### src/rtl/sum_window_ctrl.sv
// Windowed accumulation sequencer for the lock-in sample stream.
// Waits a settle period, sums exactly L valid samples, and publishes the
// sum through a valid/ready output register. Supports single-shot and
// back-to-back (continuous) windows, abort via stop, and a sticky overrun
// flag when an untaken result is overwritten.
//
// Output handshake: sum_valid is high while sum_out holds a result the
// consumer has not taken; a transfer happens on any cycle where
// sum_valid && sum_ready are both high. sum_out is stable while sum_valid
// is high, unless a newer window completes (then sum_out is replaced). If
// that happens without a transfer in the same cycle, overrun is set.
module sum_window_ctrl #(
  parameter int DATA_W = 16,
  parameter int CNT_W  = 16
) (
  input  logic                          clk,
  input  logic                          rst,
  input  logic                          start,
  input  logic                          stop,
  input  logic                          continuous,
  input  logic [CNT_W-1:0]              win_len,
  input  logic [CNT_W-1:0]              settle_len,
  input  logic signed [DATA_W-1:0]      in_data,
  input  logic                          in_valid,
  output logic signed [DATA_W+CNT_W-1:0] sum_out,
  output logic                          sum_valid,
  input  logic                          sum_ready,
  output logic                          busy,
  output logic                          overrun,
  output logic [1:0]                    state_out,
  output logic [CNT_W-1:0]              win_cnt
);

  localparam int ACC_W = DATA_W + CNT_W;

  localparam logic [1:0] S_IDLE   = 2'd0;
  localparam logic [1:0] S_SETTLE = 2'd1;
  localparam logic [1:0] S_ACCUM  = 2'd2;
  localparam logic [1:0] S_HOLD   = 2'd3;

  // Registered state
  logic [1:0]              state;
  logic [CNT_W-1:0]        settle_cnt;
  logic [CNT_W-1:0]        len_q;
  logic                    cont_q;
  logic signed [ACC_W-1:0] acc;
  logic [CNT_W-1:0]        cnt_q;
  logic signed [ACC_W-1:0] sum_q;
  logic                    sum_valid_q;
  logic                    overrun_q;

  // Next-state values
  logic [1:0]              state_d;
  logic [CNT_W-1:0]        settle_cnt_d;
  logic [CNT_W-1:0]        len_d;
  logic                    cont_d;
  logic signed [ACC_W-1:0] acc_d;
  logic [CNT_W-1:0]        cnt_d;
  logic signed [ACC_W-1:0] sum_d;
  logic                    sum_valid_d;
  logic                    overrun_d;

  // Datapath helpers
  logic signed [ACC_W-1:0] sample_ext;
  logic signed [ACC_W-1:0] acc_plus;
  logic [CNT_W-1:0]        cnt_inc;
  logic                    accept;
  logic                    complete;
  logic                    handshake;

  // Sign-extended sample, running sum, and window-completion detection.
  // cnt_q is always below len_q in ACCUM, so cnt_inc cannot wrap.
  always_comb begin
    sample_ext = {{CNT_W{in_data[DATA_W-1]}}, in_data};
    acc_plus   = acc + sample_ext;
    cnt_inc    = cnt_q + CNT_W'(1);
    accept     = (state == S_ACCUM) && in_valid;
    complete   = accept && (cnt_inc == len_q);
    handshake  = sum_valid_q && sum_ready;
  end

  // Next-state and datapath update logic for the window sequencer.
  always_comb begin
    state_d      = state;
    settle_cnt_d = settle_cnt;
    len_d        = len_q;
    cont_d       = cont_q;
    acc_d        = acc;
    cnt_d        = cnt_q;
    sum_d        = sum_q;
    sum_valid_d  = sum_valid_q;
    overrun_d    = overrun_q;

    // Output register: a transfer empties it, a completing window refills
    // it. A refill in the same cycle as a transfer is not an overrun.
    if (handshake) begin
      sum_valid_d = 1'b0;
    end
    if (complete) begin
      sum_d       = acc_plus;
      sum_valid_d = 1'b1;
      if (sum_valid_q && !sum_ready) begin
        overrun_d = 1'b1;
      end
    end

    case (state)
      S_IDLE: begin
        // start together with stop is treated as a cancelled request.
        if (start && !stop) begin
          len_d     = (win_len == '0) ? CNT_W'(1) : win_len;
          cont_d    = continuous;
          acc_d     = '0;
          cnt_d     = '0;
          overrun_d = 1'b0;
          if (settle_len != '0) begin
            settle_cnt_d = settle_len;
            state_d      = S_SETTLE;
          end else begin
            settle_cnt_d = '0;
            state_d      = S_ACCUM;
          end
        end
      end

      S_SETTLE: begin
        // settle_cnt holds the cycles left including the current one.
        if (stop) begin
          settle_cnt_d = '0;
          state_d      = S_IDLE;
        end else if (settle_cnt <= CNT_W'(1)) begin
          settle_cnt_d = '0;
          state_d      = S_ACCUM;
        end else begin
          settle_cnt_d = settle_cnt - CNT_W'(1);
        end
      end

      S_ACCUM: begin
        if (complete) begin
          acc_d = '0;
          cnt_d = '0;
          if (stop) begin
            state_d = S_IDLE;
          end else if (cont_q) begin
            state_d = S_ACCUM;
          end else begin
            state_d = S_HOLD;
          end
        end else if (stop) begin
          // Abort: the partial window is discarded.
          acc_d   = '0;
          cnt_d   = '0;
          state_d = S_IDLE;
        end else if (accept) begin
          acc_d = acc_plus;
          cnt_d = cnt_inc;
        end
      end

      S_HOLD: begin
        // stop leaves the pending result in place for a later transfer.
        if (stop || handshake) begin
          state_d = S_IDLE;
        end
      end

      default: begin
        state_d = S_IDLE;
      end
    endcase
  end

  // Sequencer registers with asynchronous reset to the idle, empty state.
  always_ff @(posedge clk or posedge rst) begin
    if (rst) begin
      state       <= S_IDLE;
      settle_cnt  <= '0;
      len_q       <= '0;
      cont_q      <= 1'b0;
      acc         <= '0;
      cnt_q       <= '0;
      sum_q       <= '0;
      sum_valid_q <= 1'b0;
      overrun_q   <= 1'b0;
    end else begin
      state       <= state_d;
      settle_cnt  <= settle_cnt_d;
      len_q       <= len_d;
      cont_q      <= cont_d;
      acc         <= acc_d;
      cnt_q       <= cnt_d;
      sum_q       <= sum_d;
      sum_valid_q <= sum_valid_d;
      overrun_q   <= overrun_d;
    end
  end

  // Output mapping.
  always_comb begin
    sum_out   = sum_q;
    sum_valid = sum_valid_q;
    overrun   = overrun_q;
    busy      = (state != S_IDLE);
    state_out = state;
    win_cnt   = cnt_q;
  end

endmodule

### config.mk
export PLATFORM = sky130hd
export DESIGN_NAME = sum_window_ctrl
export DESIGN_NICKNAME = d
export VERILOG_FILES = /design/src/rtl/sum_window_ctrl.sv
export SDC_FILE = /design/constraint.sdc
export NUM_CORES = 1
export LEC_CHECK = 0
export ABC_AREA = 1
export BUFFER_PORTS_ARGS = -buffer_cell sky130_fd_sc_hd__clkbuf_2
export CELL_PAD_IN_SITES_DETAIL_PLACEMENT = 0
export CELL_PAD_IN_SITES_GLOBAL_PLACEMENT = 1
export CORE_MARGIN = 2
export CORE_UTILIZATION = 45
export CTS_CLUSTER_DIAMETER = 200
export CTS_CLUSTER_SIZE = 24
export DETAILED_ROUTE_END_ITERATION = 10
export PLACE_DENSITY_LB_ADDON = 0.1
export SETUP_SLACK_MARGIN = 0.05
export SYNTH_ARGS = -nofsm -noshare
export SYNTH_HDL_FRONTEND = slang
export SYNTH_SLANG_ARGS = --single-unit
### constraint.sdc
create_clock -name clk -period 8 [get_ports clk]
set_input_delay 0.4 -clock clk [delete_from_list [all_inputs] [get_ports clk]]
set_output_delay 0.4 -clock clk [all_outputs]
set_load 0.05 [all_outputs]
# Yosys cells after proc, flatten, opt, wreduce, memory -nomap -nowiden
# Index checks and enable logic that the tools add are counted.
# classes
order_cmp	1
n_eq_ne	9
add_sub_neg	3
reduce_logical	19
mux	32
# ops
cell	n
$mux W16	9
$mux W32	4
$pmux W16 S2	2
$pmux W32 S2	1
$add A32 B16 Y32	1
$add A16 B1 Y16 const B	1
$eq A16 B16 Y1	1
$le A16 B1 Y1 const B	1
$logic_not A16 Y1	1
$mux W2	8
$reduce_bool A16 Y1	1
$sub A16 B1 Y16 const B	1
$pmux W2 S4	1
$reduce_bool A2 Y1	4
$mux W1	7
$ne A3 B3 Y1 const B	2
$logic_and A1 B1 Y1	5
$eq A2 B2 Y1 const B	2
$ne A2 B2 Y1 const B	2
$ne A4 B4 Y1 const B	1
$reduce_and A2 Y1	2
$reduce_and A4 Y1	1
$reduce_and A3 Y1	1
$eq A2 B1 Y1 const B	1
other kinds (3)	4
# totals
wordCells	73
output_inout_bits	53
ff_bits	117

# Longest topological paths before layout
# Gate-level depths: netlist (run 1).
# depth
ltp_word	6
mapped_depth	17
depth_no_buf	16

# Least setup slack after synthesis (run 1)
# Ideal clock, no wire load.
# synth_timing
path_kind	reg-to-reg
start	register cnt_q[1], in the netlist win_cnt[1]
end	register sum_q[1], in the netlist sum_out[1]
stages_incl_launch_ff	17
synth_period_minus_slack_ns	2.473
setup_time_ns	0.117
arrival_time_ns	2.356
required_ns	7.883
slack_ns	5.527
path_cell_list	dfrtp_1 -> ha_1 -> nand2_1 -> nor2_2 -> nand3_1 -> nand2_1 -> nand2_1 -> nand2_1 -> nand2_1 -> nor2_1 -> nand2_1 -> nor2_2 -> nand2_2 -> buf_4 -> buf_6 -> nor2_1 -> nor2_1
# synth_between
elab_chain_len	3
# synth_rtl
item	line_no	rtl
start: declaration	47	logic [CNT_W-1:0] cnt_q;
start signal: assignment	192	cnt_q <= cnt_d;
$add A16 B1 Y16	76	cnt_inc = cnt_q + CNT_W'(1);
$eq A16 B16 Y1	78	complete = accept && (cnt_inc == len_q);
$logic_and A1 B1 Y1	78	
end signal: assignment	193	sum_q <= sum_d;
end: declaration	48	logic signed [ACC_W-1:0] sum_q;
# No other way between the ends.
# A chain may end at the register's enable or synchronous reset.

# Worst setup path in the final report (run 1)
# layout_timing
start	register cnt_q[0], in the netlist win_cnt[0]
end	register acc[4]
# layout_between
elab_chain_len	5
# layout_rtl
item	line_no	rtl
$add A16 B1 Y16 (*)	76	
$eq A16 B16 Y1 (*)	78	
$logic_and A1 B1 Y1 (*)	78	
$ne A4 B4 Y1 (no source line) / $mux W32 (equally long branches)	n/a	
$reduce_and A3 Y1 (no source line) / $pmux W32 S2 (equally long branches)	n/a	
end signal: assignment	181	acc <= '0;
end signal: assignment	191	acc <= acc_d;
end: declaration	46	logic signed [ACC_W-1:0] acc;
# Every way passes the cells marked *; elsewhere a longest branch is shown, timed or not.

==> results of run 1 <==
-- worst max-delay path, stage by stage (launching register included) --
cell	delay (ps)
dfrtp_1	510
ha_1	260
nand3_2	130
nor2_4	180
nand3b_1	120
nand2_1	110
nand2_1	50
nand2_1	50
nor2_1	50
nand2_1	70
nor2_2	60
nand2_2	520
nand3_2	470
inv_2	670
nand2_1	110
nand2_1	90
-- layout by cell type, fill, tap and decap left out, types with 2 or more instances in the layout --
cell,count
clkbuf_16,17
o22ai_1,4
nand3_1,45
nor4_1,8
a211oi_1,3
clkbuf_1,3
inv_2,4
a21o_1,4
bufinv_16,2
a21oi_1,61
clkbuf_2,107
xor2_1,31
o21ai_0,56
clkinvlp_4,2
nor2_1,154
nand3b_1,6
nand2_2,2
a22oi_1,7
dfrtp_1,117
o21bai_1,9
clkbuf_8,2
xnor2_1,10
inv_1,90
buf_4,3
o21a_1,4
nand4_1,18
o21ai_1,9
nor2_2,5
clkinv_2,6
nand2_1,321
nor3_1,7
nand3_2,3
ha_1,34
-- power groups by stage --
| stage | Sequential [W] | Clock, W | Combinational, W |
|---|---|---|---|
| after CTS | 0.000806 | 0.000757 | 0.000816 |
| after floorplan | 0.000815 | 0 | 0.000598 |
| after global placement | 0.000812 | 0 | 0.000810 |
| final | 0.000806 | 0.000743 | 0.000812 |
| after global routing | 0.000822 | 0.000781 | 0.000924 |
| after detailed placement | 0.000814 | 0 | 0.000813 |
-- synthesized netlist by cell type, types with 2 or more instances --
master	count	area [sq um]
nand2_1	321	1200
nor2_1	154	578
dfrtp_1	117	2930
inv_1	91	342
a21oi_1	61	305
o21ai_0	56	280
nand3_1	45	225
ha_1	34	425
xor2_1	31	272
nand4_1	18	113
clkbuf_1	14	52.6
xnor2_1	10	87.6
o21ai_1	9	45.0
o21bai_1	9	67.6
nor4_1	8	50.1
a22oi_1	7	52.6
nor3_1	7	35.0
buf_6	6	67.6
nand3b_1	6	45.0
nor2_2	5	31.3
a21o_1	4	30.0
buf_2	4	20.0
inv_2	4	15.0
o21a_1	4	30.0
o22ai_1	4	25.0
a211oi_1	3	22.5
nand3_2	3	30.0
nand2_2	2	12.5
-- final cells by class --
type                    count  area (sq um)  share of cell area [%]
flip-flops and latches    117          2930                    33.4
repair buffers            110           558                    6.37
well taps                 220           275                    3.14
clock inverters            10           105                    1.20
inverters                  95           359                    4.10
multi-input cells         810          4070                    46.5
clock buffers              22           464                    5.30
-- path summary, 6_finish.rpt --
kind                                     end  slack, ps  depth (start not counted)
worst max-delay path                  acc[4]       4430                         15
worst min-delay path              sum_out[1]        100                          2
worst max register to register        acc[4]       4430                         15
worst min register to register        acc[3]        480                          2
max in group asynchronous       state_out[1]       6610                          3
min in group clk                      cont_q        200                          3
-- state kept, by name, indices dropped and copies added (netlist names), 2 cells and up --
register,cells
acc,32
len_q,16
settle_cnt,16
state_out,2
sum_out,32
win_cnt,16
-- per-layer routing --
| layer | global-route usage [%] | wire (microns) | up-vias |
|---|---|---|---|
| met5 | 0 | 0 | - |
| met4 | 7.15 | 293 | 0 |
| met3 | 3.69 | 803 | 19 |
| met2 | 37.2 | 8990 | 153 |
| met1 | 34.5 | 10100 | 3227 |
| li1 | - | - | 3603 |
-- per-stage QoR --
stage          total power [W]  instance area, sq um  hold WS (ps)  utilization [%]  instances
2_1_floorplan          0.00141                  7500           444                -       1047
3_3_place_gp           0.00162                  8190           466             49.8       1352
3_5_place_dp           0.00163                  8190           471             49.8       1352
4_1_cts                0.00238                  8760           140             53.2       1384
5_1_grt                0.00253                  8760           162             53.2       1384
6_report               0.00236                  8760           102             53.2       1384
-- cell families after synthesis --
kind of cell	Yosys count	share of synthesized area, %
flip-flops	117	39.0
AO/OA/AOI/OAI	162	12.0
buffers and inverters	120	6.72
adder cells (fa/ha/maj)	35	5.94
XOR/XNOR	42	5.10
AND/OR/NAND/NOR	570	31.1
multiplexers	1	0.133
==> impl_metrics.yaml, run 1 <==
run_status:
  status: "completed"
sta:
  fin_crit_sh_pct: 44.6
  skew_ps: 12.6
  slew_headroom_pct: 29.7
  post-route-min-period_ps: 3570
  finalSetupViolations: 0
  setup_tns_ps: 0
  worst_slack_ps: 4430
  finalHoldViolCount: 0
  worstMarginPinSlew_ps: 1050
  rsz0062_at_grt: "no"
  maxSlewViolCount: 0
  fmax_ghz: 0.280
floorplan:
  dieArea_sq_mm: 0.0177
  core_area_sq_mm: 0.0165
  io_pins: 108
  die_y_microns: 133
  initial_core_util_pct: 45.6
  die_w_microns: 133
  rows: 47
logic_synthesis:
  avgSynthCellArea_sq_um: 7.17
  synth_ff_type: "dfrtp_1"
  synth.distinct_cells: 38
  syn_inst: 1047
  seq_area_frac_synth_pct: 39.0
  synth_edf_count: 0
  async_flop_share_pct: 100
  ys_seq_elements: 117
  ys.warnings.count: 0
  synthesis.nets: 1137
  synthesis.area_sq_mm: 0.00750
place:
  pre_cts_ws_ps: 4410
  dp_hpwl_microns: 15000
  place.gp.congestion: 0.864
  port_buffers: 107
route:
  drc: 0
  viasPerCell: 5.06
  num_vias: 7002
  drt-total-wl_microns: 20200
  drtAntennaViolNets: 0
  dr.first_iter.drc_count: 497
  firstDrtPassIters: 5
  wire_per_inst_microns: 14.6
finish:
  diodes: 0
  nFillCells: 1711
  area_growth_syn_to_layout_pct: 16.8
  final_nets: 1241
  drive_gt1_share_pct: 13.4
power:
  p_int_w: 0.00145
  clkPwrFrac_pct: 31.5
  ir_worst_vdd_mv: 0.173
  p_leak_nw: 4.69
  netSwitchingFraction_pct: 38.4
  powerDensity_mw_per_mm2: 269
  p_comb_share_pct: 34.4
  seqPwrFrac_pct: 34.1
  p_sw_w: 0.000906
critical_path:
  rr_startpoint: "win_cnt[0]"
  crit_fanout: 33
  end_kind: "flop"
  crit_start: "win_cnt[0]"
  critical_path_required_ps: 8360
  path_class: "reg -> reg"
  cp.arrival_ps: 3920
  worstSetupStartpointType: "flop"
cts:
  post_cts_resize_count: 0
  clock_latency_ps: 430
  root_buffer: "clkbuf_16"
  h-tree-depth: 4
  clk_pin_slew_worst_paths_ps: 50
  cts_hold_buf: 0
  cts_setup_buffers: 0
  numCtsBuffers: 17
  cts_sinks: 117
  cts_tree: "yes"
  clockBufferDepth: 2
hold_path:
  hold_class: "in -> async"
flow_run:
  maxCapViolations: 0
global_routing:
  grt_pass1_vias: 6622
  grt_first_pass_wirelength_microns: 33500
  grt_max_degree: 64
  track_usage_pct: 23.9
  grt-ovfl-total: 0
  antenna_found_initial: 0
No activity file was read; power rests on OpenSTA's default activity.
==> run 2: changes to the inputs <==
--- a/config.mk
+++ b/config.mk
@@ -5,12 +5,12 @@
 export SDC_FILE = /design/constraint.sdc
 export NUM_CORES = 1
 export LEC_CHECK = 0
-export ABC_AREA = 1
+export ABC_AREA = 0
 export BUFFER_PORTS_ARGS = -buffer_cell sky130_fd_sc_hd__clkbuf_2
 export CELL_PAD_IN_SITES_DETAIL_PLACEMENT = 0
 export CELL_PAD_IN_SITES_GLOBAL_PLACEMENT = 1
 export CORE_MARGIN = 2
-export CORE_UTILIZATION = 45
+export CORE_UTILIZATION = 40
 export CTS_CLUSTER_DIAMETER = 200
 export CTS_CLUSTER_SIZE = 24
 export DETAILED_ROUTE_END_ITERATION = 10
==> constraint.sdc (replaced) <==
create_clock -name clk -period 3.2 [get_ports clk]
set_input_delay 0.16 -clock clk [delete_from_list [all_inputs] [get_ports clk]]
set_output_delay 0.16 -clock clk [all_outputs]
set_load 0.05 [all_outputs]
==> run 2 against run 1 <==
  * Count of clock-buffer cells in the layout increased by 1
  * Largest power group unchanged
  * Critical endpoint is now acc[31]
  * Combinational power increased to 2.8 times the previous value
  * Maximum frequency increased by 19%
==> impl_metrics.yaml, run 2 <==
finish:
  drive_gt1_share_pct: 24.0
  nFillCells: 1558
  multi_input_area_sq_mm: 0.00393
  layout.cells.non_filler: 1113
  final_cell_mix: "117 x dfrtp_1, 107 x clkbuf_2, 48 x o21ai_0"
  regArea_sq_mm: 0.00293
  area_growth_syn_to_layout_pct: 26.9
  final_nets: 965
  layout.cells.most_common: "dfrtp_1"
  fin_util_pct: 51.9
  diodes: 0
sta:
  hold_ws_ps: 16.2
  post-route-min-period_ps: 2990
  finalHoldViolCount: 0
  slew_headroom_pct: 54.6
  maxSlewViolCount: 0
  skew_ps: 11.8
  fin_crit_sh_pct: 93.5
  finalSetupViolations: 0
  worstMarginPinSlew_ps: 678
  rsz0062_at_grt: "yes"
  setup_tns_ps: 0
  worst_slack_ps: 208
  fmax_ghz: 0.334
critical_path:
  path_class: "reg -> reg"
  end_kind: "flop"
  slowest_stage: "dfrtp_1"
  crit_chain: "and4_1 > a21oi_1 > or3_1 > a31oi_1 > nor4_2 > and4_4 > buf_4 > buf_12 > or3_4 > or3_1 > o21ai_1"
  critical_path_required_ps: 3540
  critPathMaxStageDelay_ps: 450
  cp.arrival_ps: 3330
  worstSetupStartpointType: "flop"
  cp_common_cell: "or3_1"
  crit_fanout: 30
  reg2reg_depth: 11
logic_synthesis:
  synth_most_common_cell: "dfrtp_1"
  synth.distinct_cells: 61
  synthTopCellsByCount: "117 x dfrtp_1, 48 x o21ai_0, 47 x nand2_1, 47 x nor2_1, 46 x a21oi_1"
  synth_area_leader_cell: "dfrtp_1"
  avgSynthCellArea_sq_um: 9.76
  ys_seq_elements: 117
  yosys.area.top_type_share_pct: 41.5
  yosys-top-cells-area: "dfrtp_1 42%, ha_1 6.0%, a22o_1 5.1%"
  syn_inst: 722
  ys.warnings.count: 0
  async_flop_share_pct: 100
  synth_edf_count: 0
  seq_area_frac_synth_pct: 41.5
  synth_ff_type: "dfrtp_1"
  synthesis.area_sq_mm: 0.00705
  synthesis.nets: 812
global_routing:
  grt-ovfl-total: 0
  grt_first_pass_wirelength_microns: 31100
  grt_pass1_vias: 6131
  track_usage_pct: 21.2
  grt_max_degree: 60
  antenna_found_initial: 0
route:
  drtAntennaViolNets: 0
  wire_per_inst_microns: 17.0
  drc: 0
  viasPerCell: 5.50
  drt-total-wl_microns: 19000
  dr.first_iter.drc_count: 341
  firstDrtPassIters: 4
  num_vias: 6126
place:
  place.gp.congestion: 0.885
  port_buffers: 107
  placed_cells: 1056
  pre_cts_ws_ps: 9.93
  dp_hpwl_microns: 13700
power:
  p_leak_nw: 4.35
  ir_worst_vdd_mv: 0.407
  powerDensity_mw_per_mm2: 724
cts:
  clock_latency_ps: 420
  cts_tree: "yes"
  h-tree-depth: 4
  cts_sinks: 117
  clk_pin_slew_worst_paths_ps: 50
  clockBufferDepth: 2
  root_buffer: "clkbuf_16"
  numCtsBuffers: 17
floorplan:
  rows: 48
  die_y_microns: 137
  core_area_sq_mm: 0.0172
  initial_core_util_pct: 40.9
  dieArea_sq_mm: 0.0187
  die_w_microns: 137
  io_pins: 108
hold_path:
  hold_depth: 2
  hold_class: "in -> reg"
flow_run:
  maxCapViolations: 0
run_status:
  status: "completed"
==> run 2: cell types whose count changed in the layout (fill, tap and decap cells not counted), moves of 25 or more <==
cell | before | now
a22o_1 | 0 | 41
nand2_1 | 321 | 47
xnor2_1 | 10 | 35
mux2_1 | 0 | 25
nor2_1 | 154 | 47
inv_1 | 90 | 21
nand3_1 | 45 | 20
buf_4 | 3 | 36
==> run 2: power by group <==
part,internal [W],switching [W]
combinational,0.000934,0.00137
sequential,0.00179,0.000298
clock,0.00140,0.000682
total,0.00413,0.00235
==> run 2: kinds of logic after synthesis <==
logic type	count (synthesis)	share of synthesized area (%)
DFF	117	41.5
muxes	47	7.47
AOI/OAI and AO/OA	215	20.5
and+or+nand+nor	205	14.8
adders and majority gates	35	6.32
buffers and inverters	55	3.48
xor gates and xnor gates	48	5.96
==> run 2: timing repair <==
action                                 in CTS  in global routing
setup buffers                               2                  3
endpoints found under the hold margin      43                  0
setup endpoints to repair                   1                 45
resized for setup                           0                 11
pin swaps                                   1                  2
hold buffers                               20                  0
==> run 2: metrics by stage <==
step | area, sq um | power [W]
2_1_floorplan | 7050 | 0.00373
3_3_place_gp | 8030 | 0.00432
3_5_place_dp | 8030 | 0.00436
4_1_cts | 8870 | 0.00651
5_1_grt | 8950 | 0.00690
6_report | 8950 | 0.00648
==> run 2: worst max-delay path: cells and delay by family (launching register included) <==
family | cells | cell delay (ps)
DFF | 1 | 450
AOI/OAI and AO/OA | 3 | 470
and+or+nand+nor | 6 | 1680
buffers and inverters | 2 | 310
==> run 2: path summary, 6_finish.rpt <==
| kind | startpoint | to | slack [ps] |
|---|---|---|---|
| setup reg to reg | win_cnt[0] | acc[31] | 210 |
| min in group asynchronous | rst | win_cnt[11] | 350 |
| max in group asynchronous | rst | acc[20] | 2030 |
| setup / recovery | win_cnt[0] | acc[31] | 210 |
| hold reg to reg | sum_out[23] | sum_out[23] | 470 |
| hold / removal | win_len[4] | len_q[4] | 20 |
==> run 2: final cells by class <==
| class | instances | share of cell area, % |
|---|---|---|
| multi-input combinational | 550 | 44.0 |
| sequential | 117 | 32.7 |
| timing repair buffer | 167 | 12.1 |
| clock buffer | 23 | 5.12 |
| tap | 225 | 3.15 |
| clock inverter | 9 | 1.96 |
| inverter | 22 | 0.965 |
==> run 2: metal layers <==
metal / track usage [%] / share of wire, % / wire [microns] / vias up
li1: - / - / - / 2992
met3: 4.52 / 3.9 / 739 / 22
met5: 0 / 0 / 0 / -
met4: 6.48 / 1.6 / 297 / 0
met2: 34.3 / 47 / 8860 / 140
met1: 28.6 / 48 / 9070 / 2972
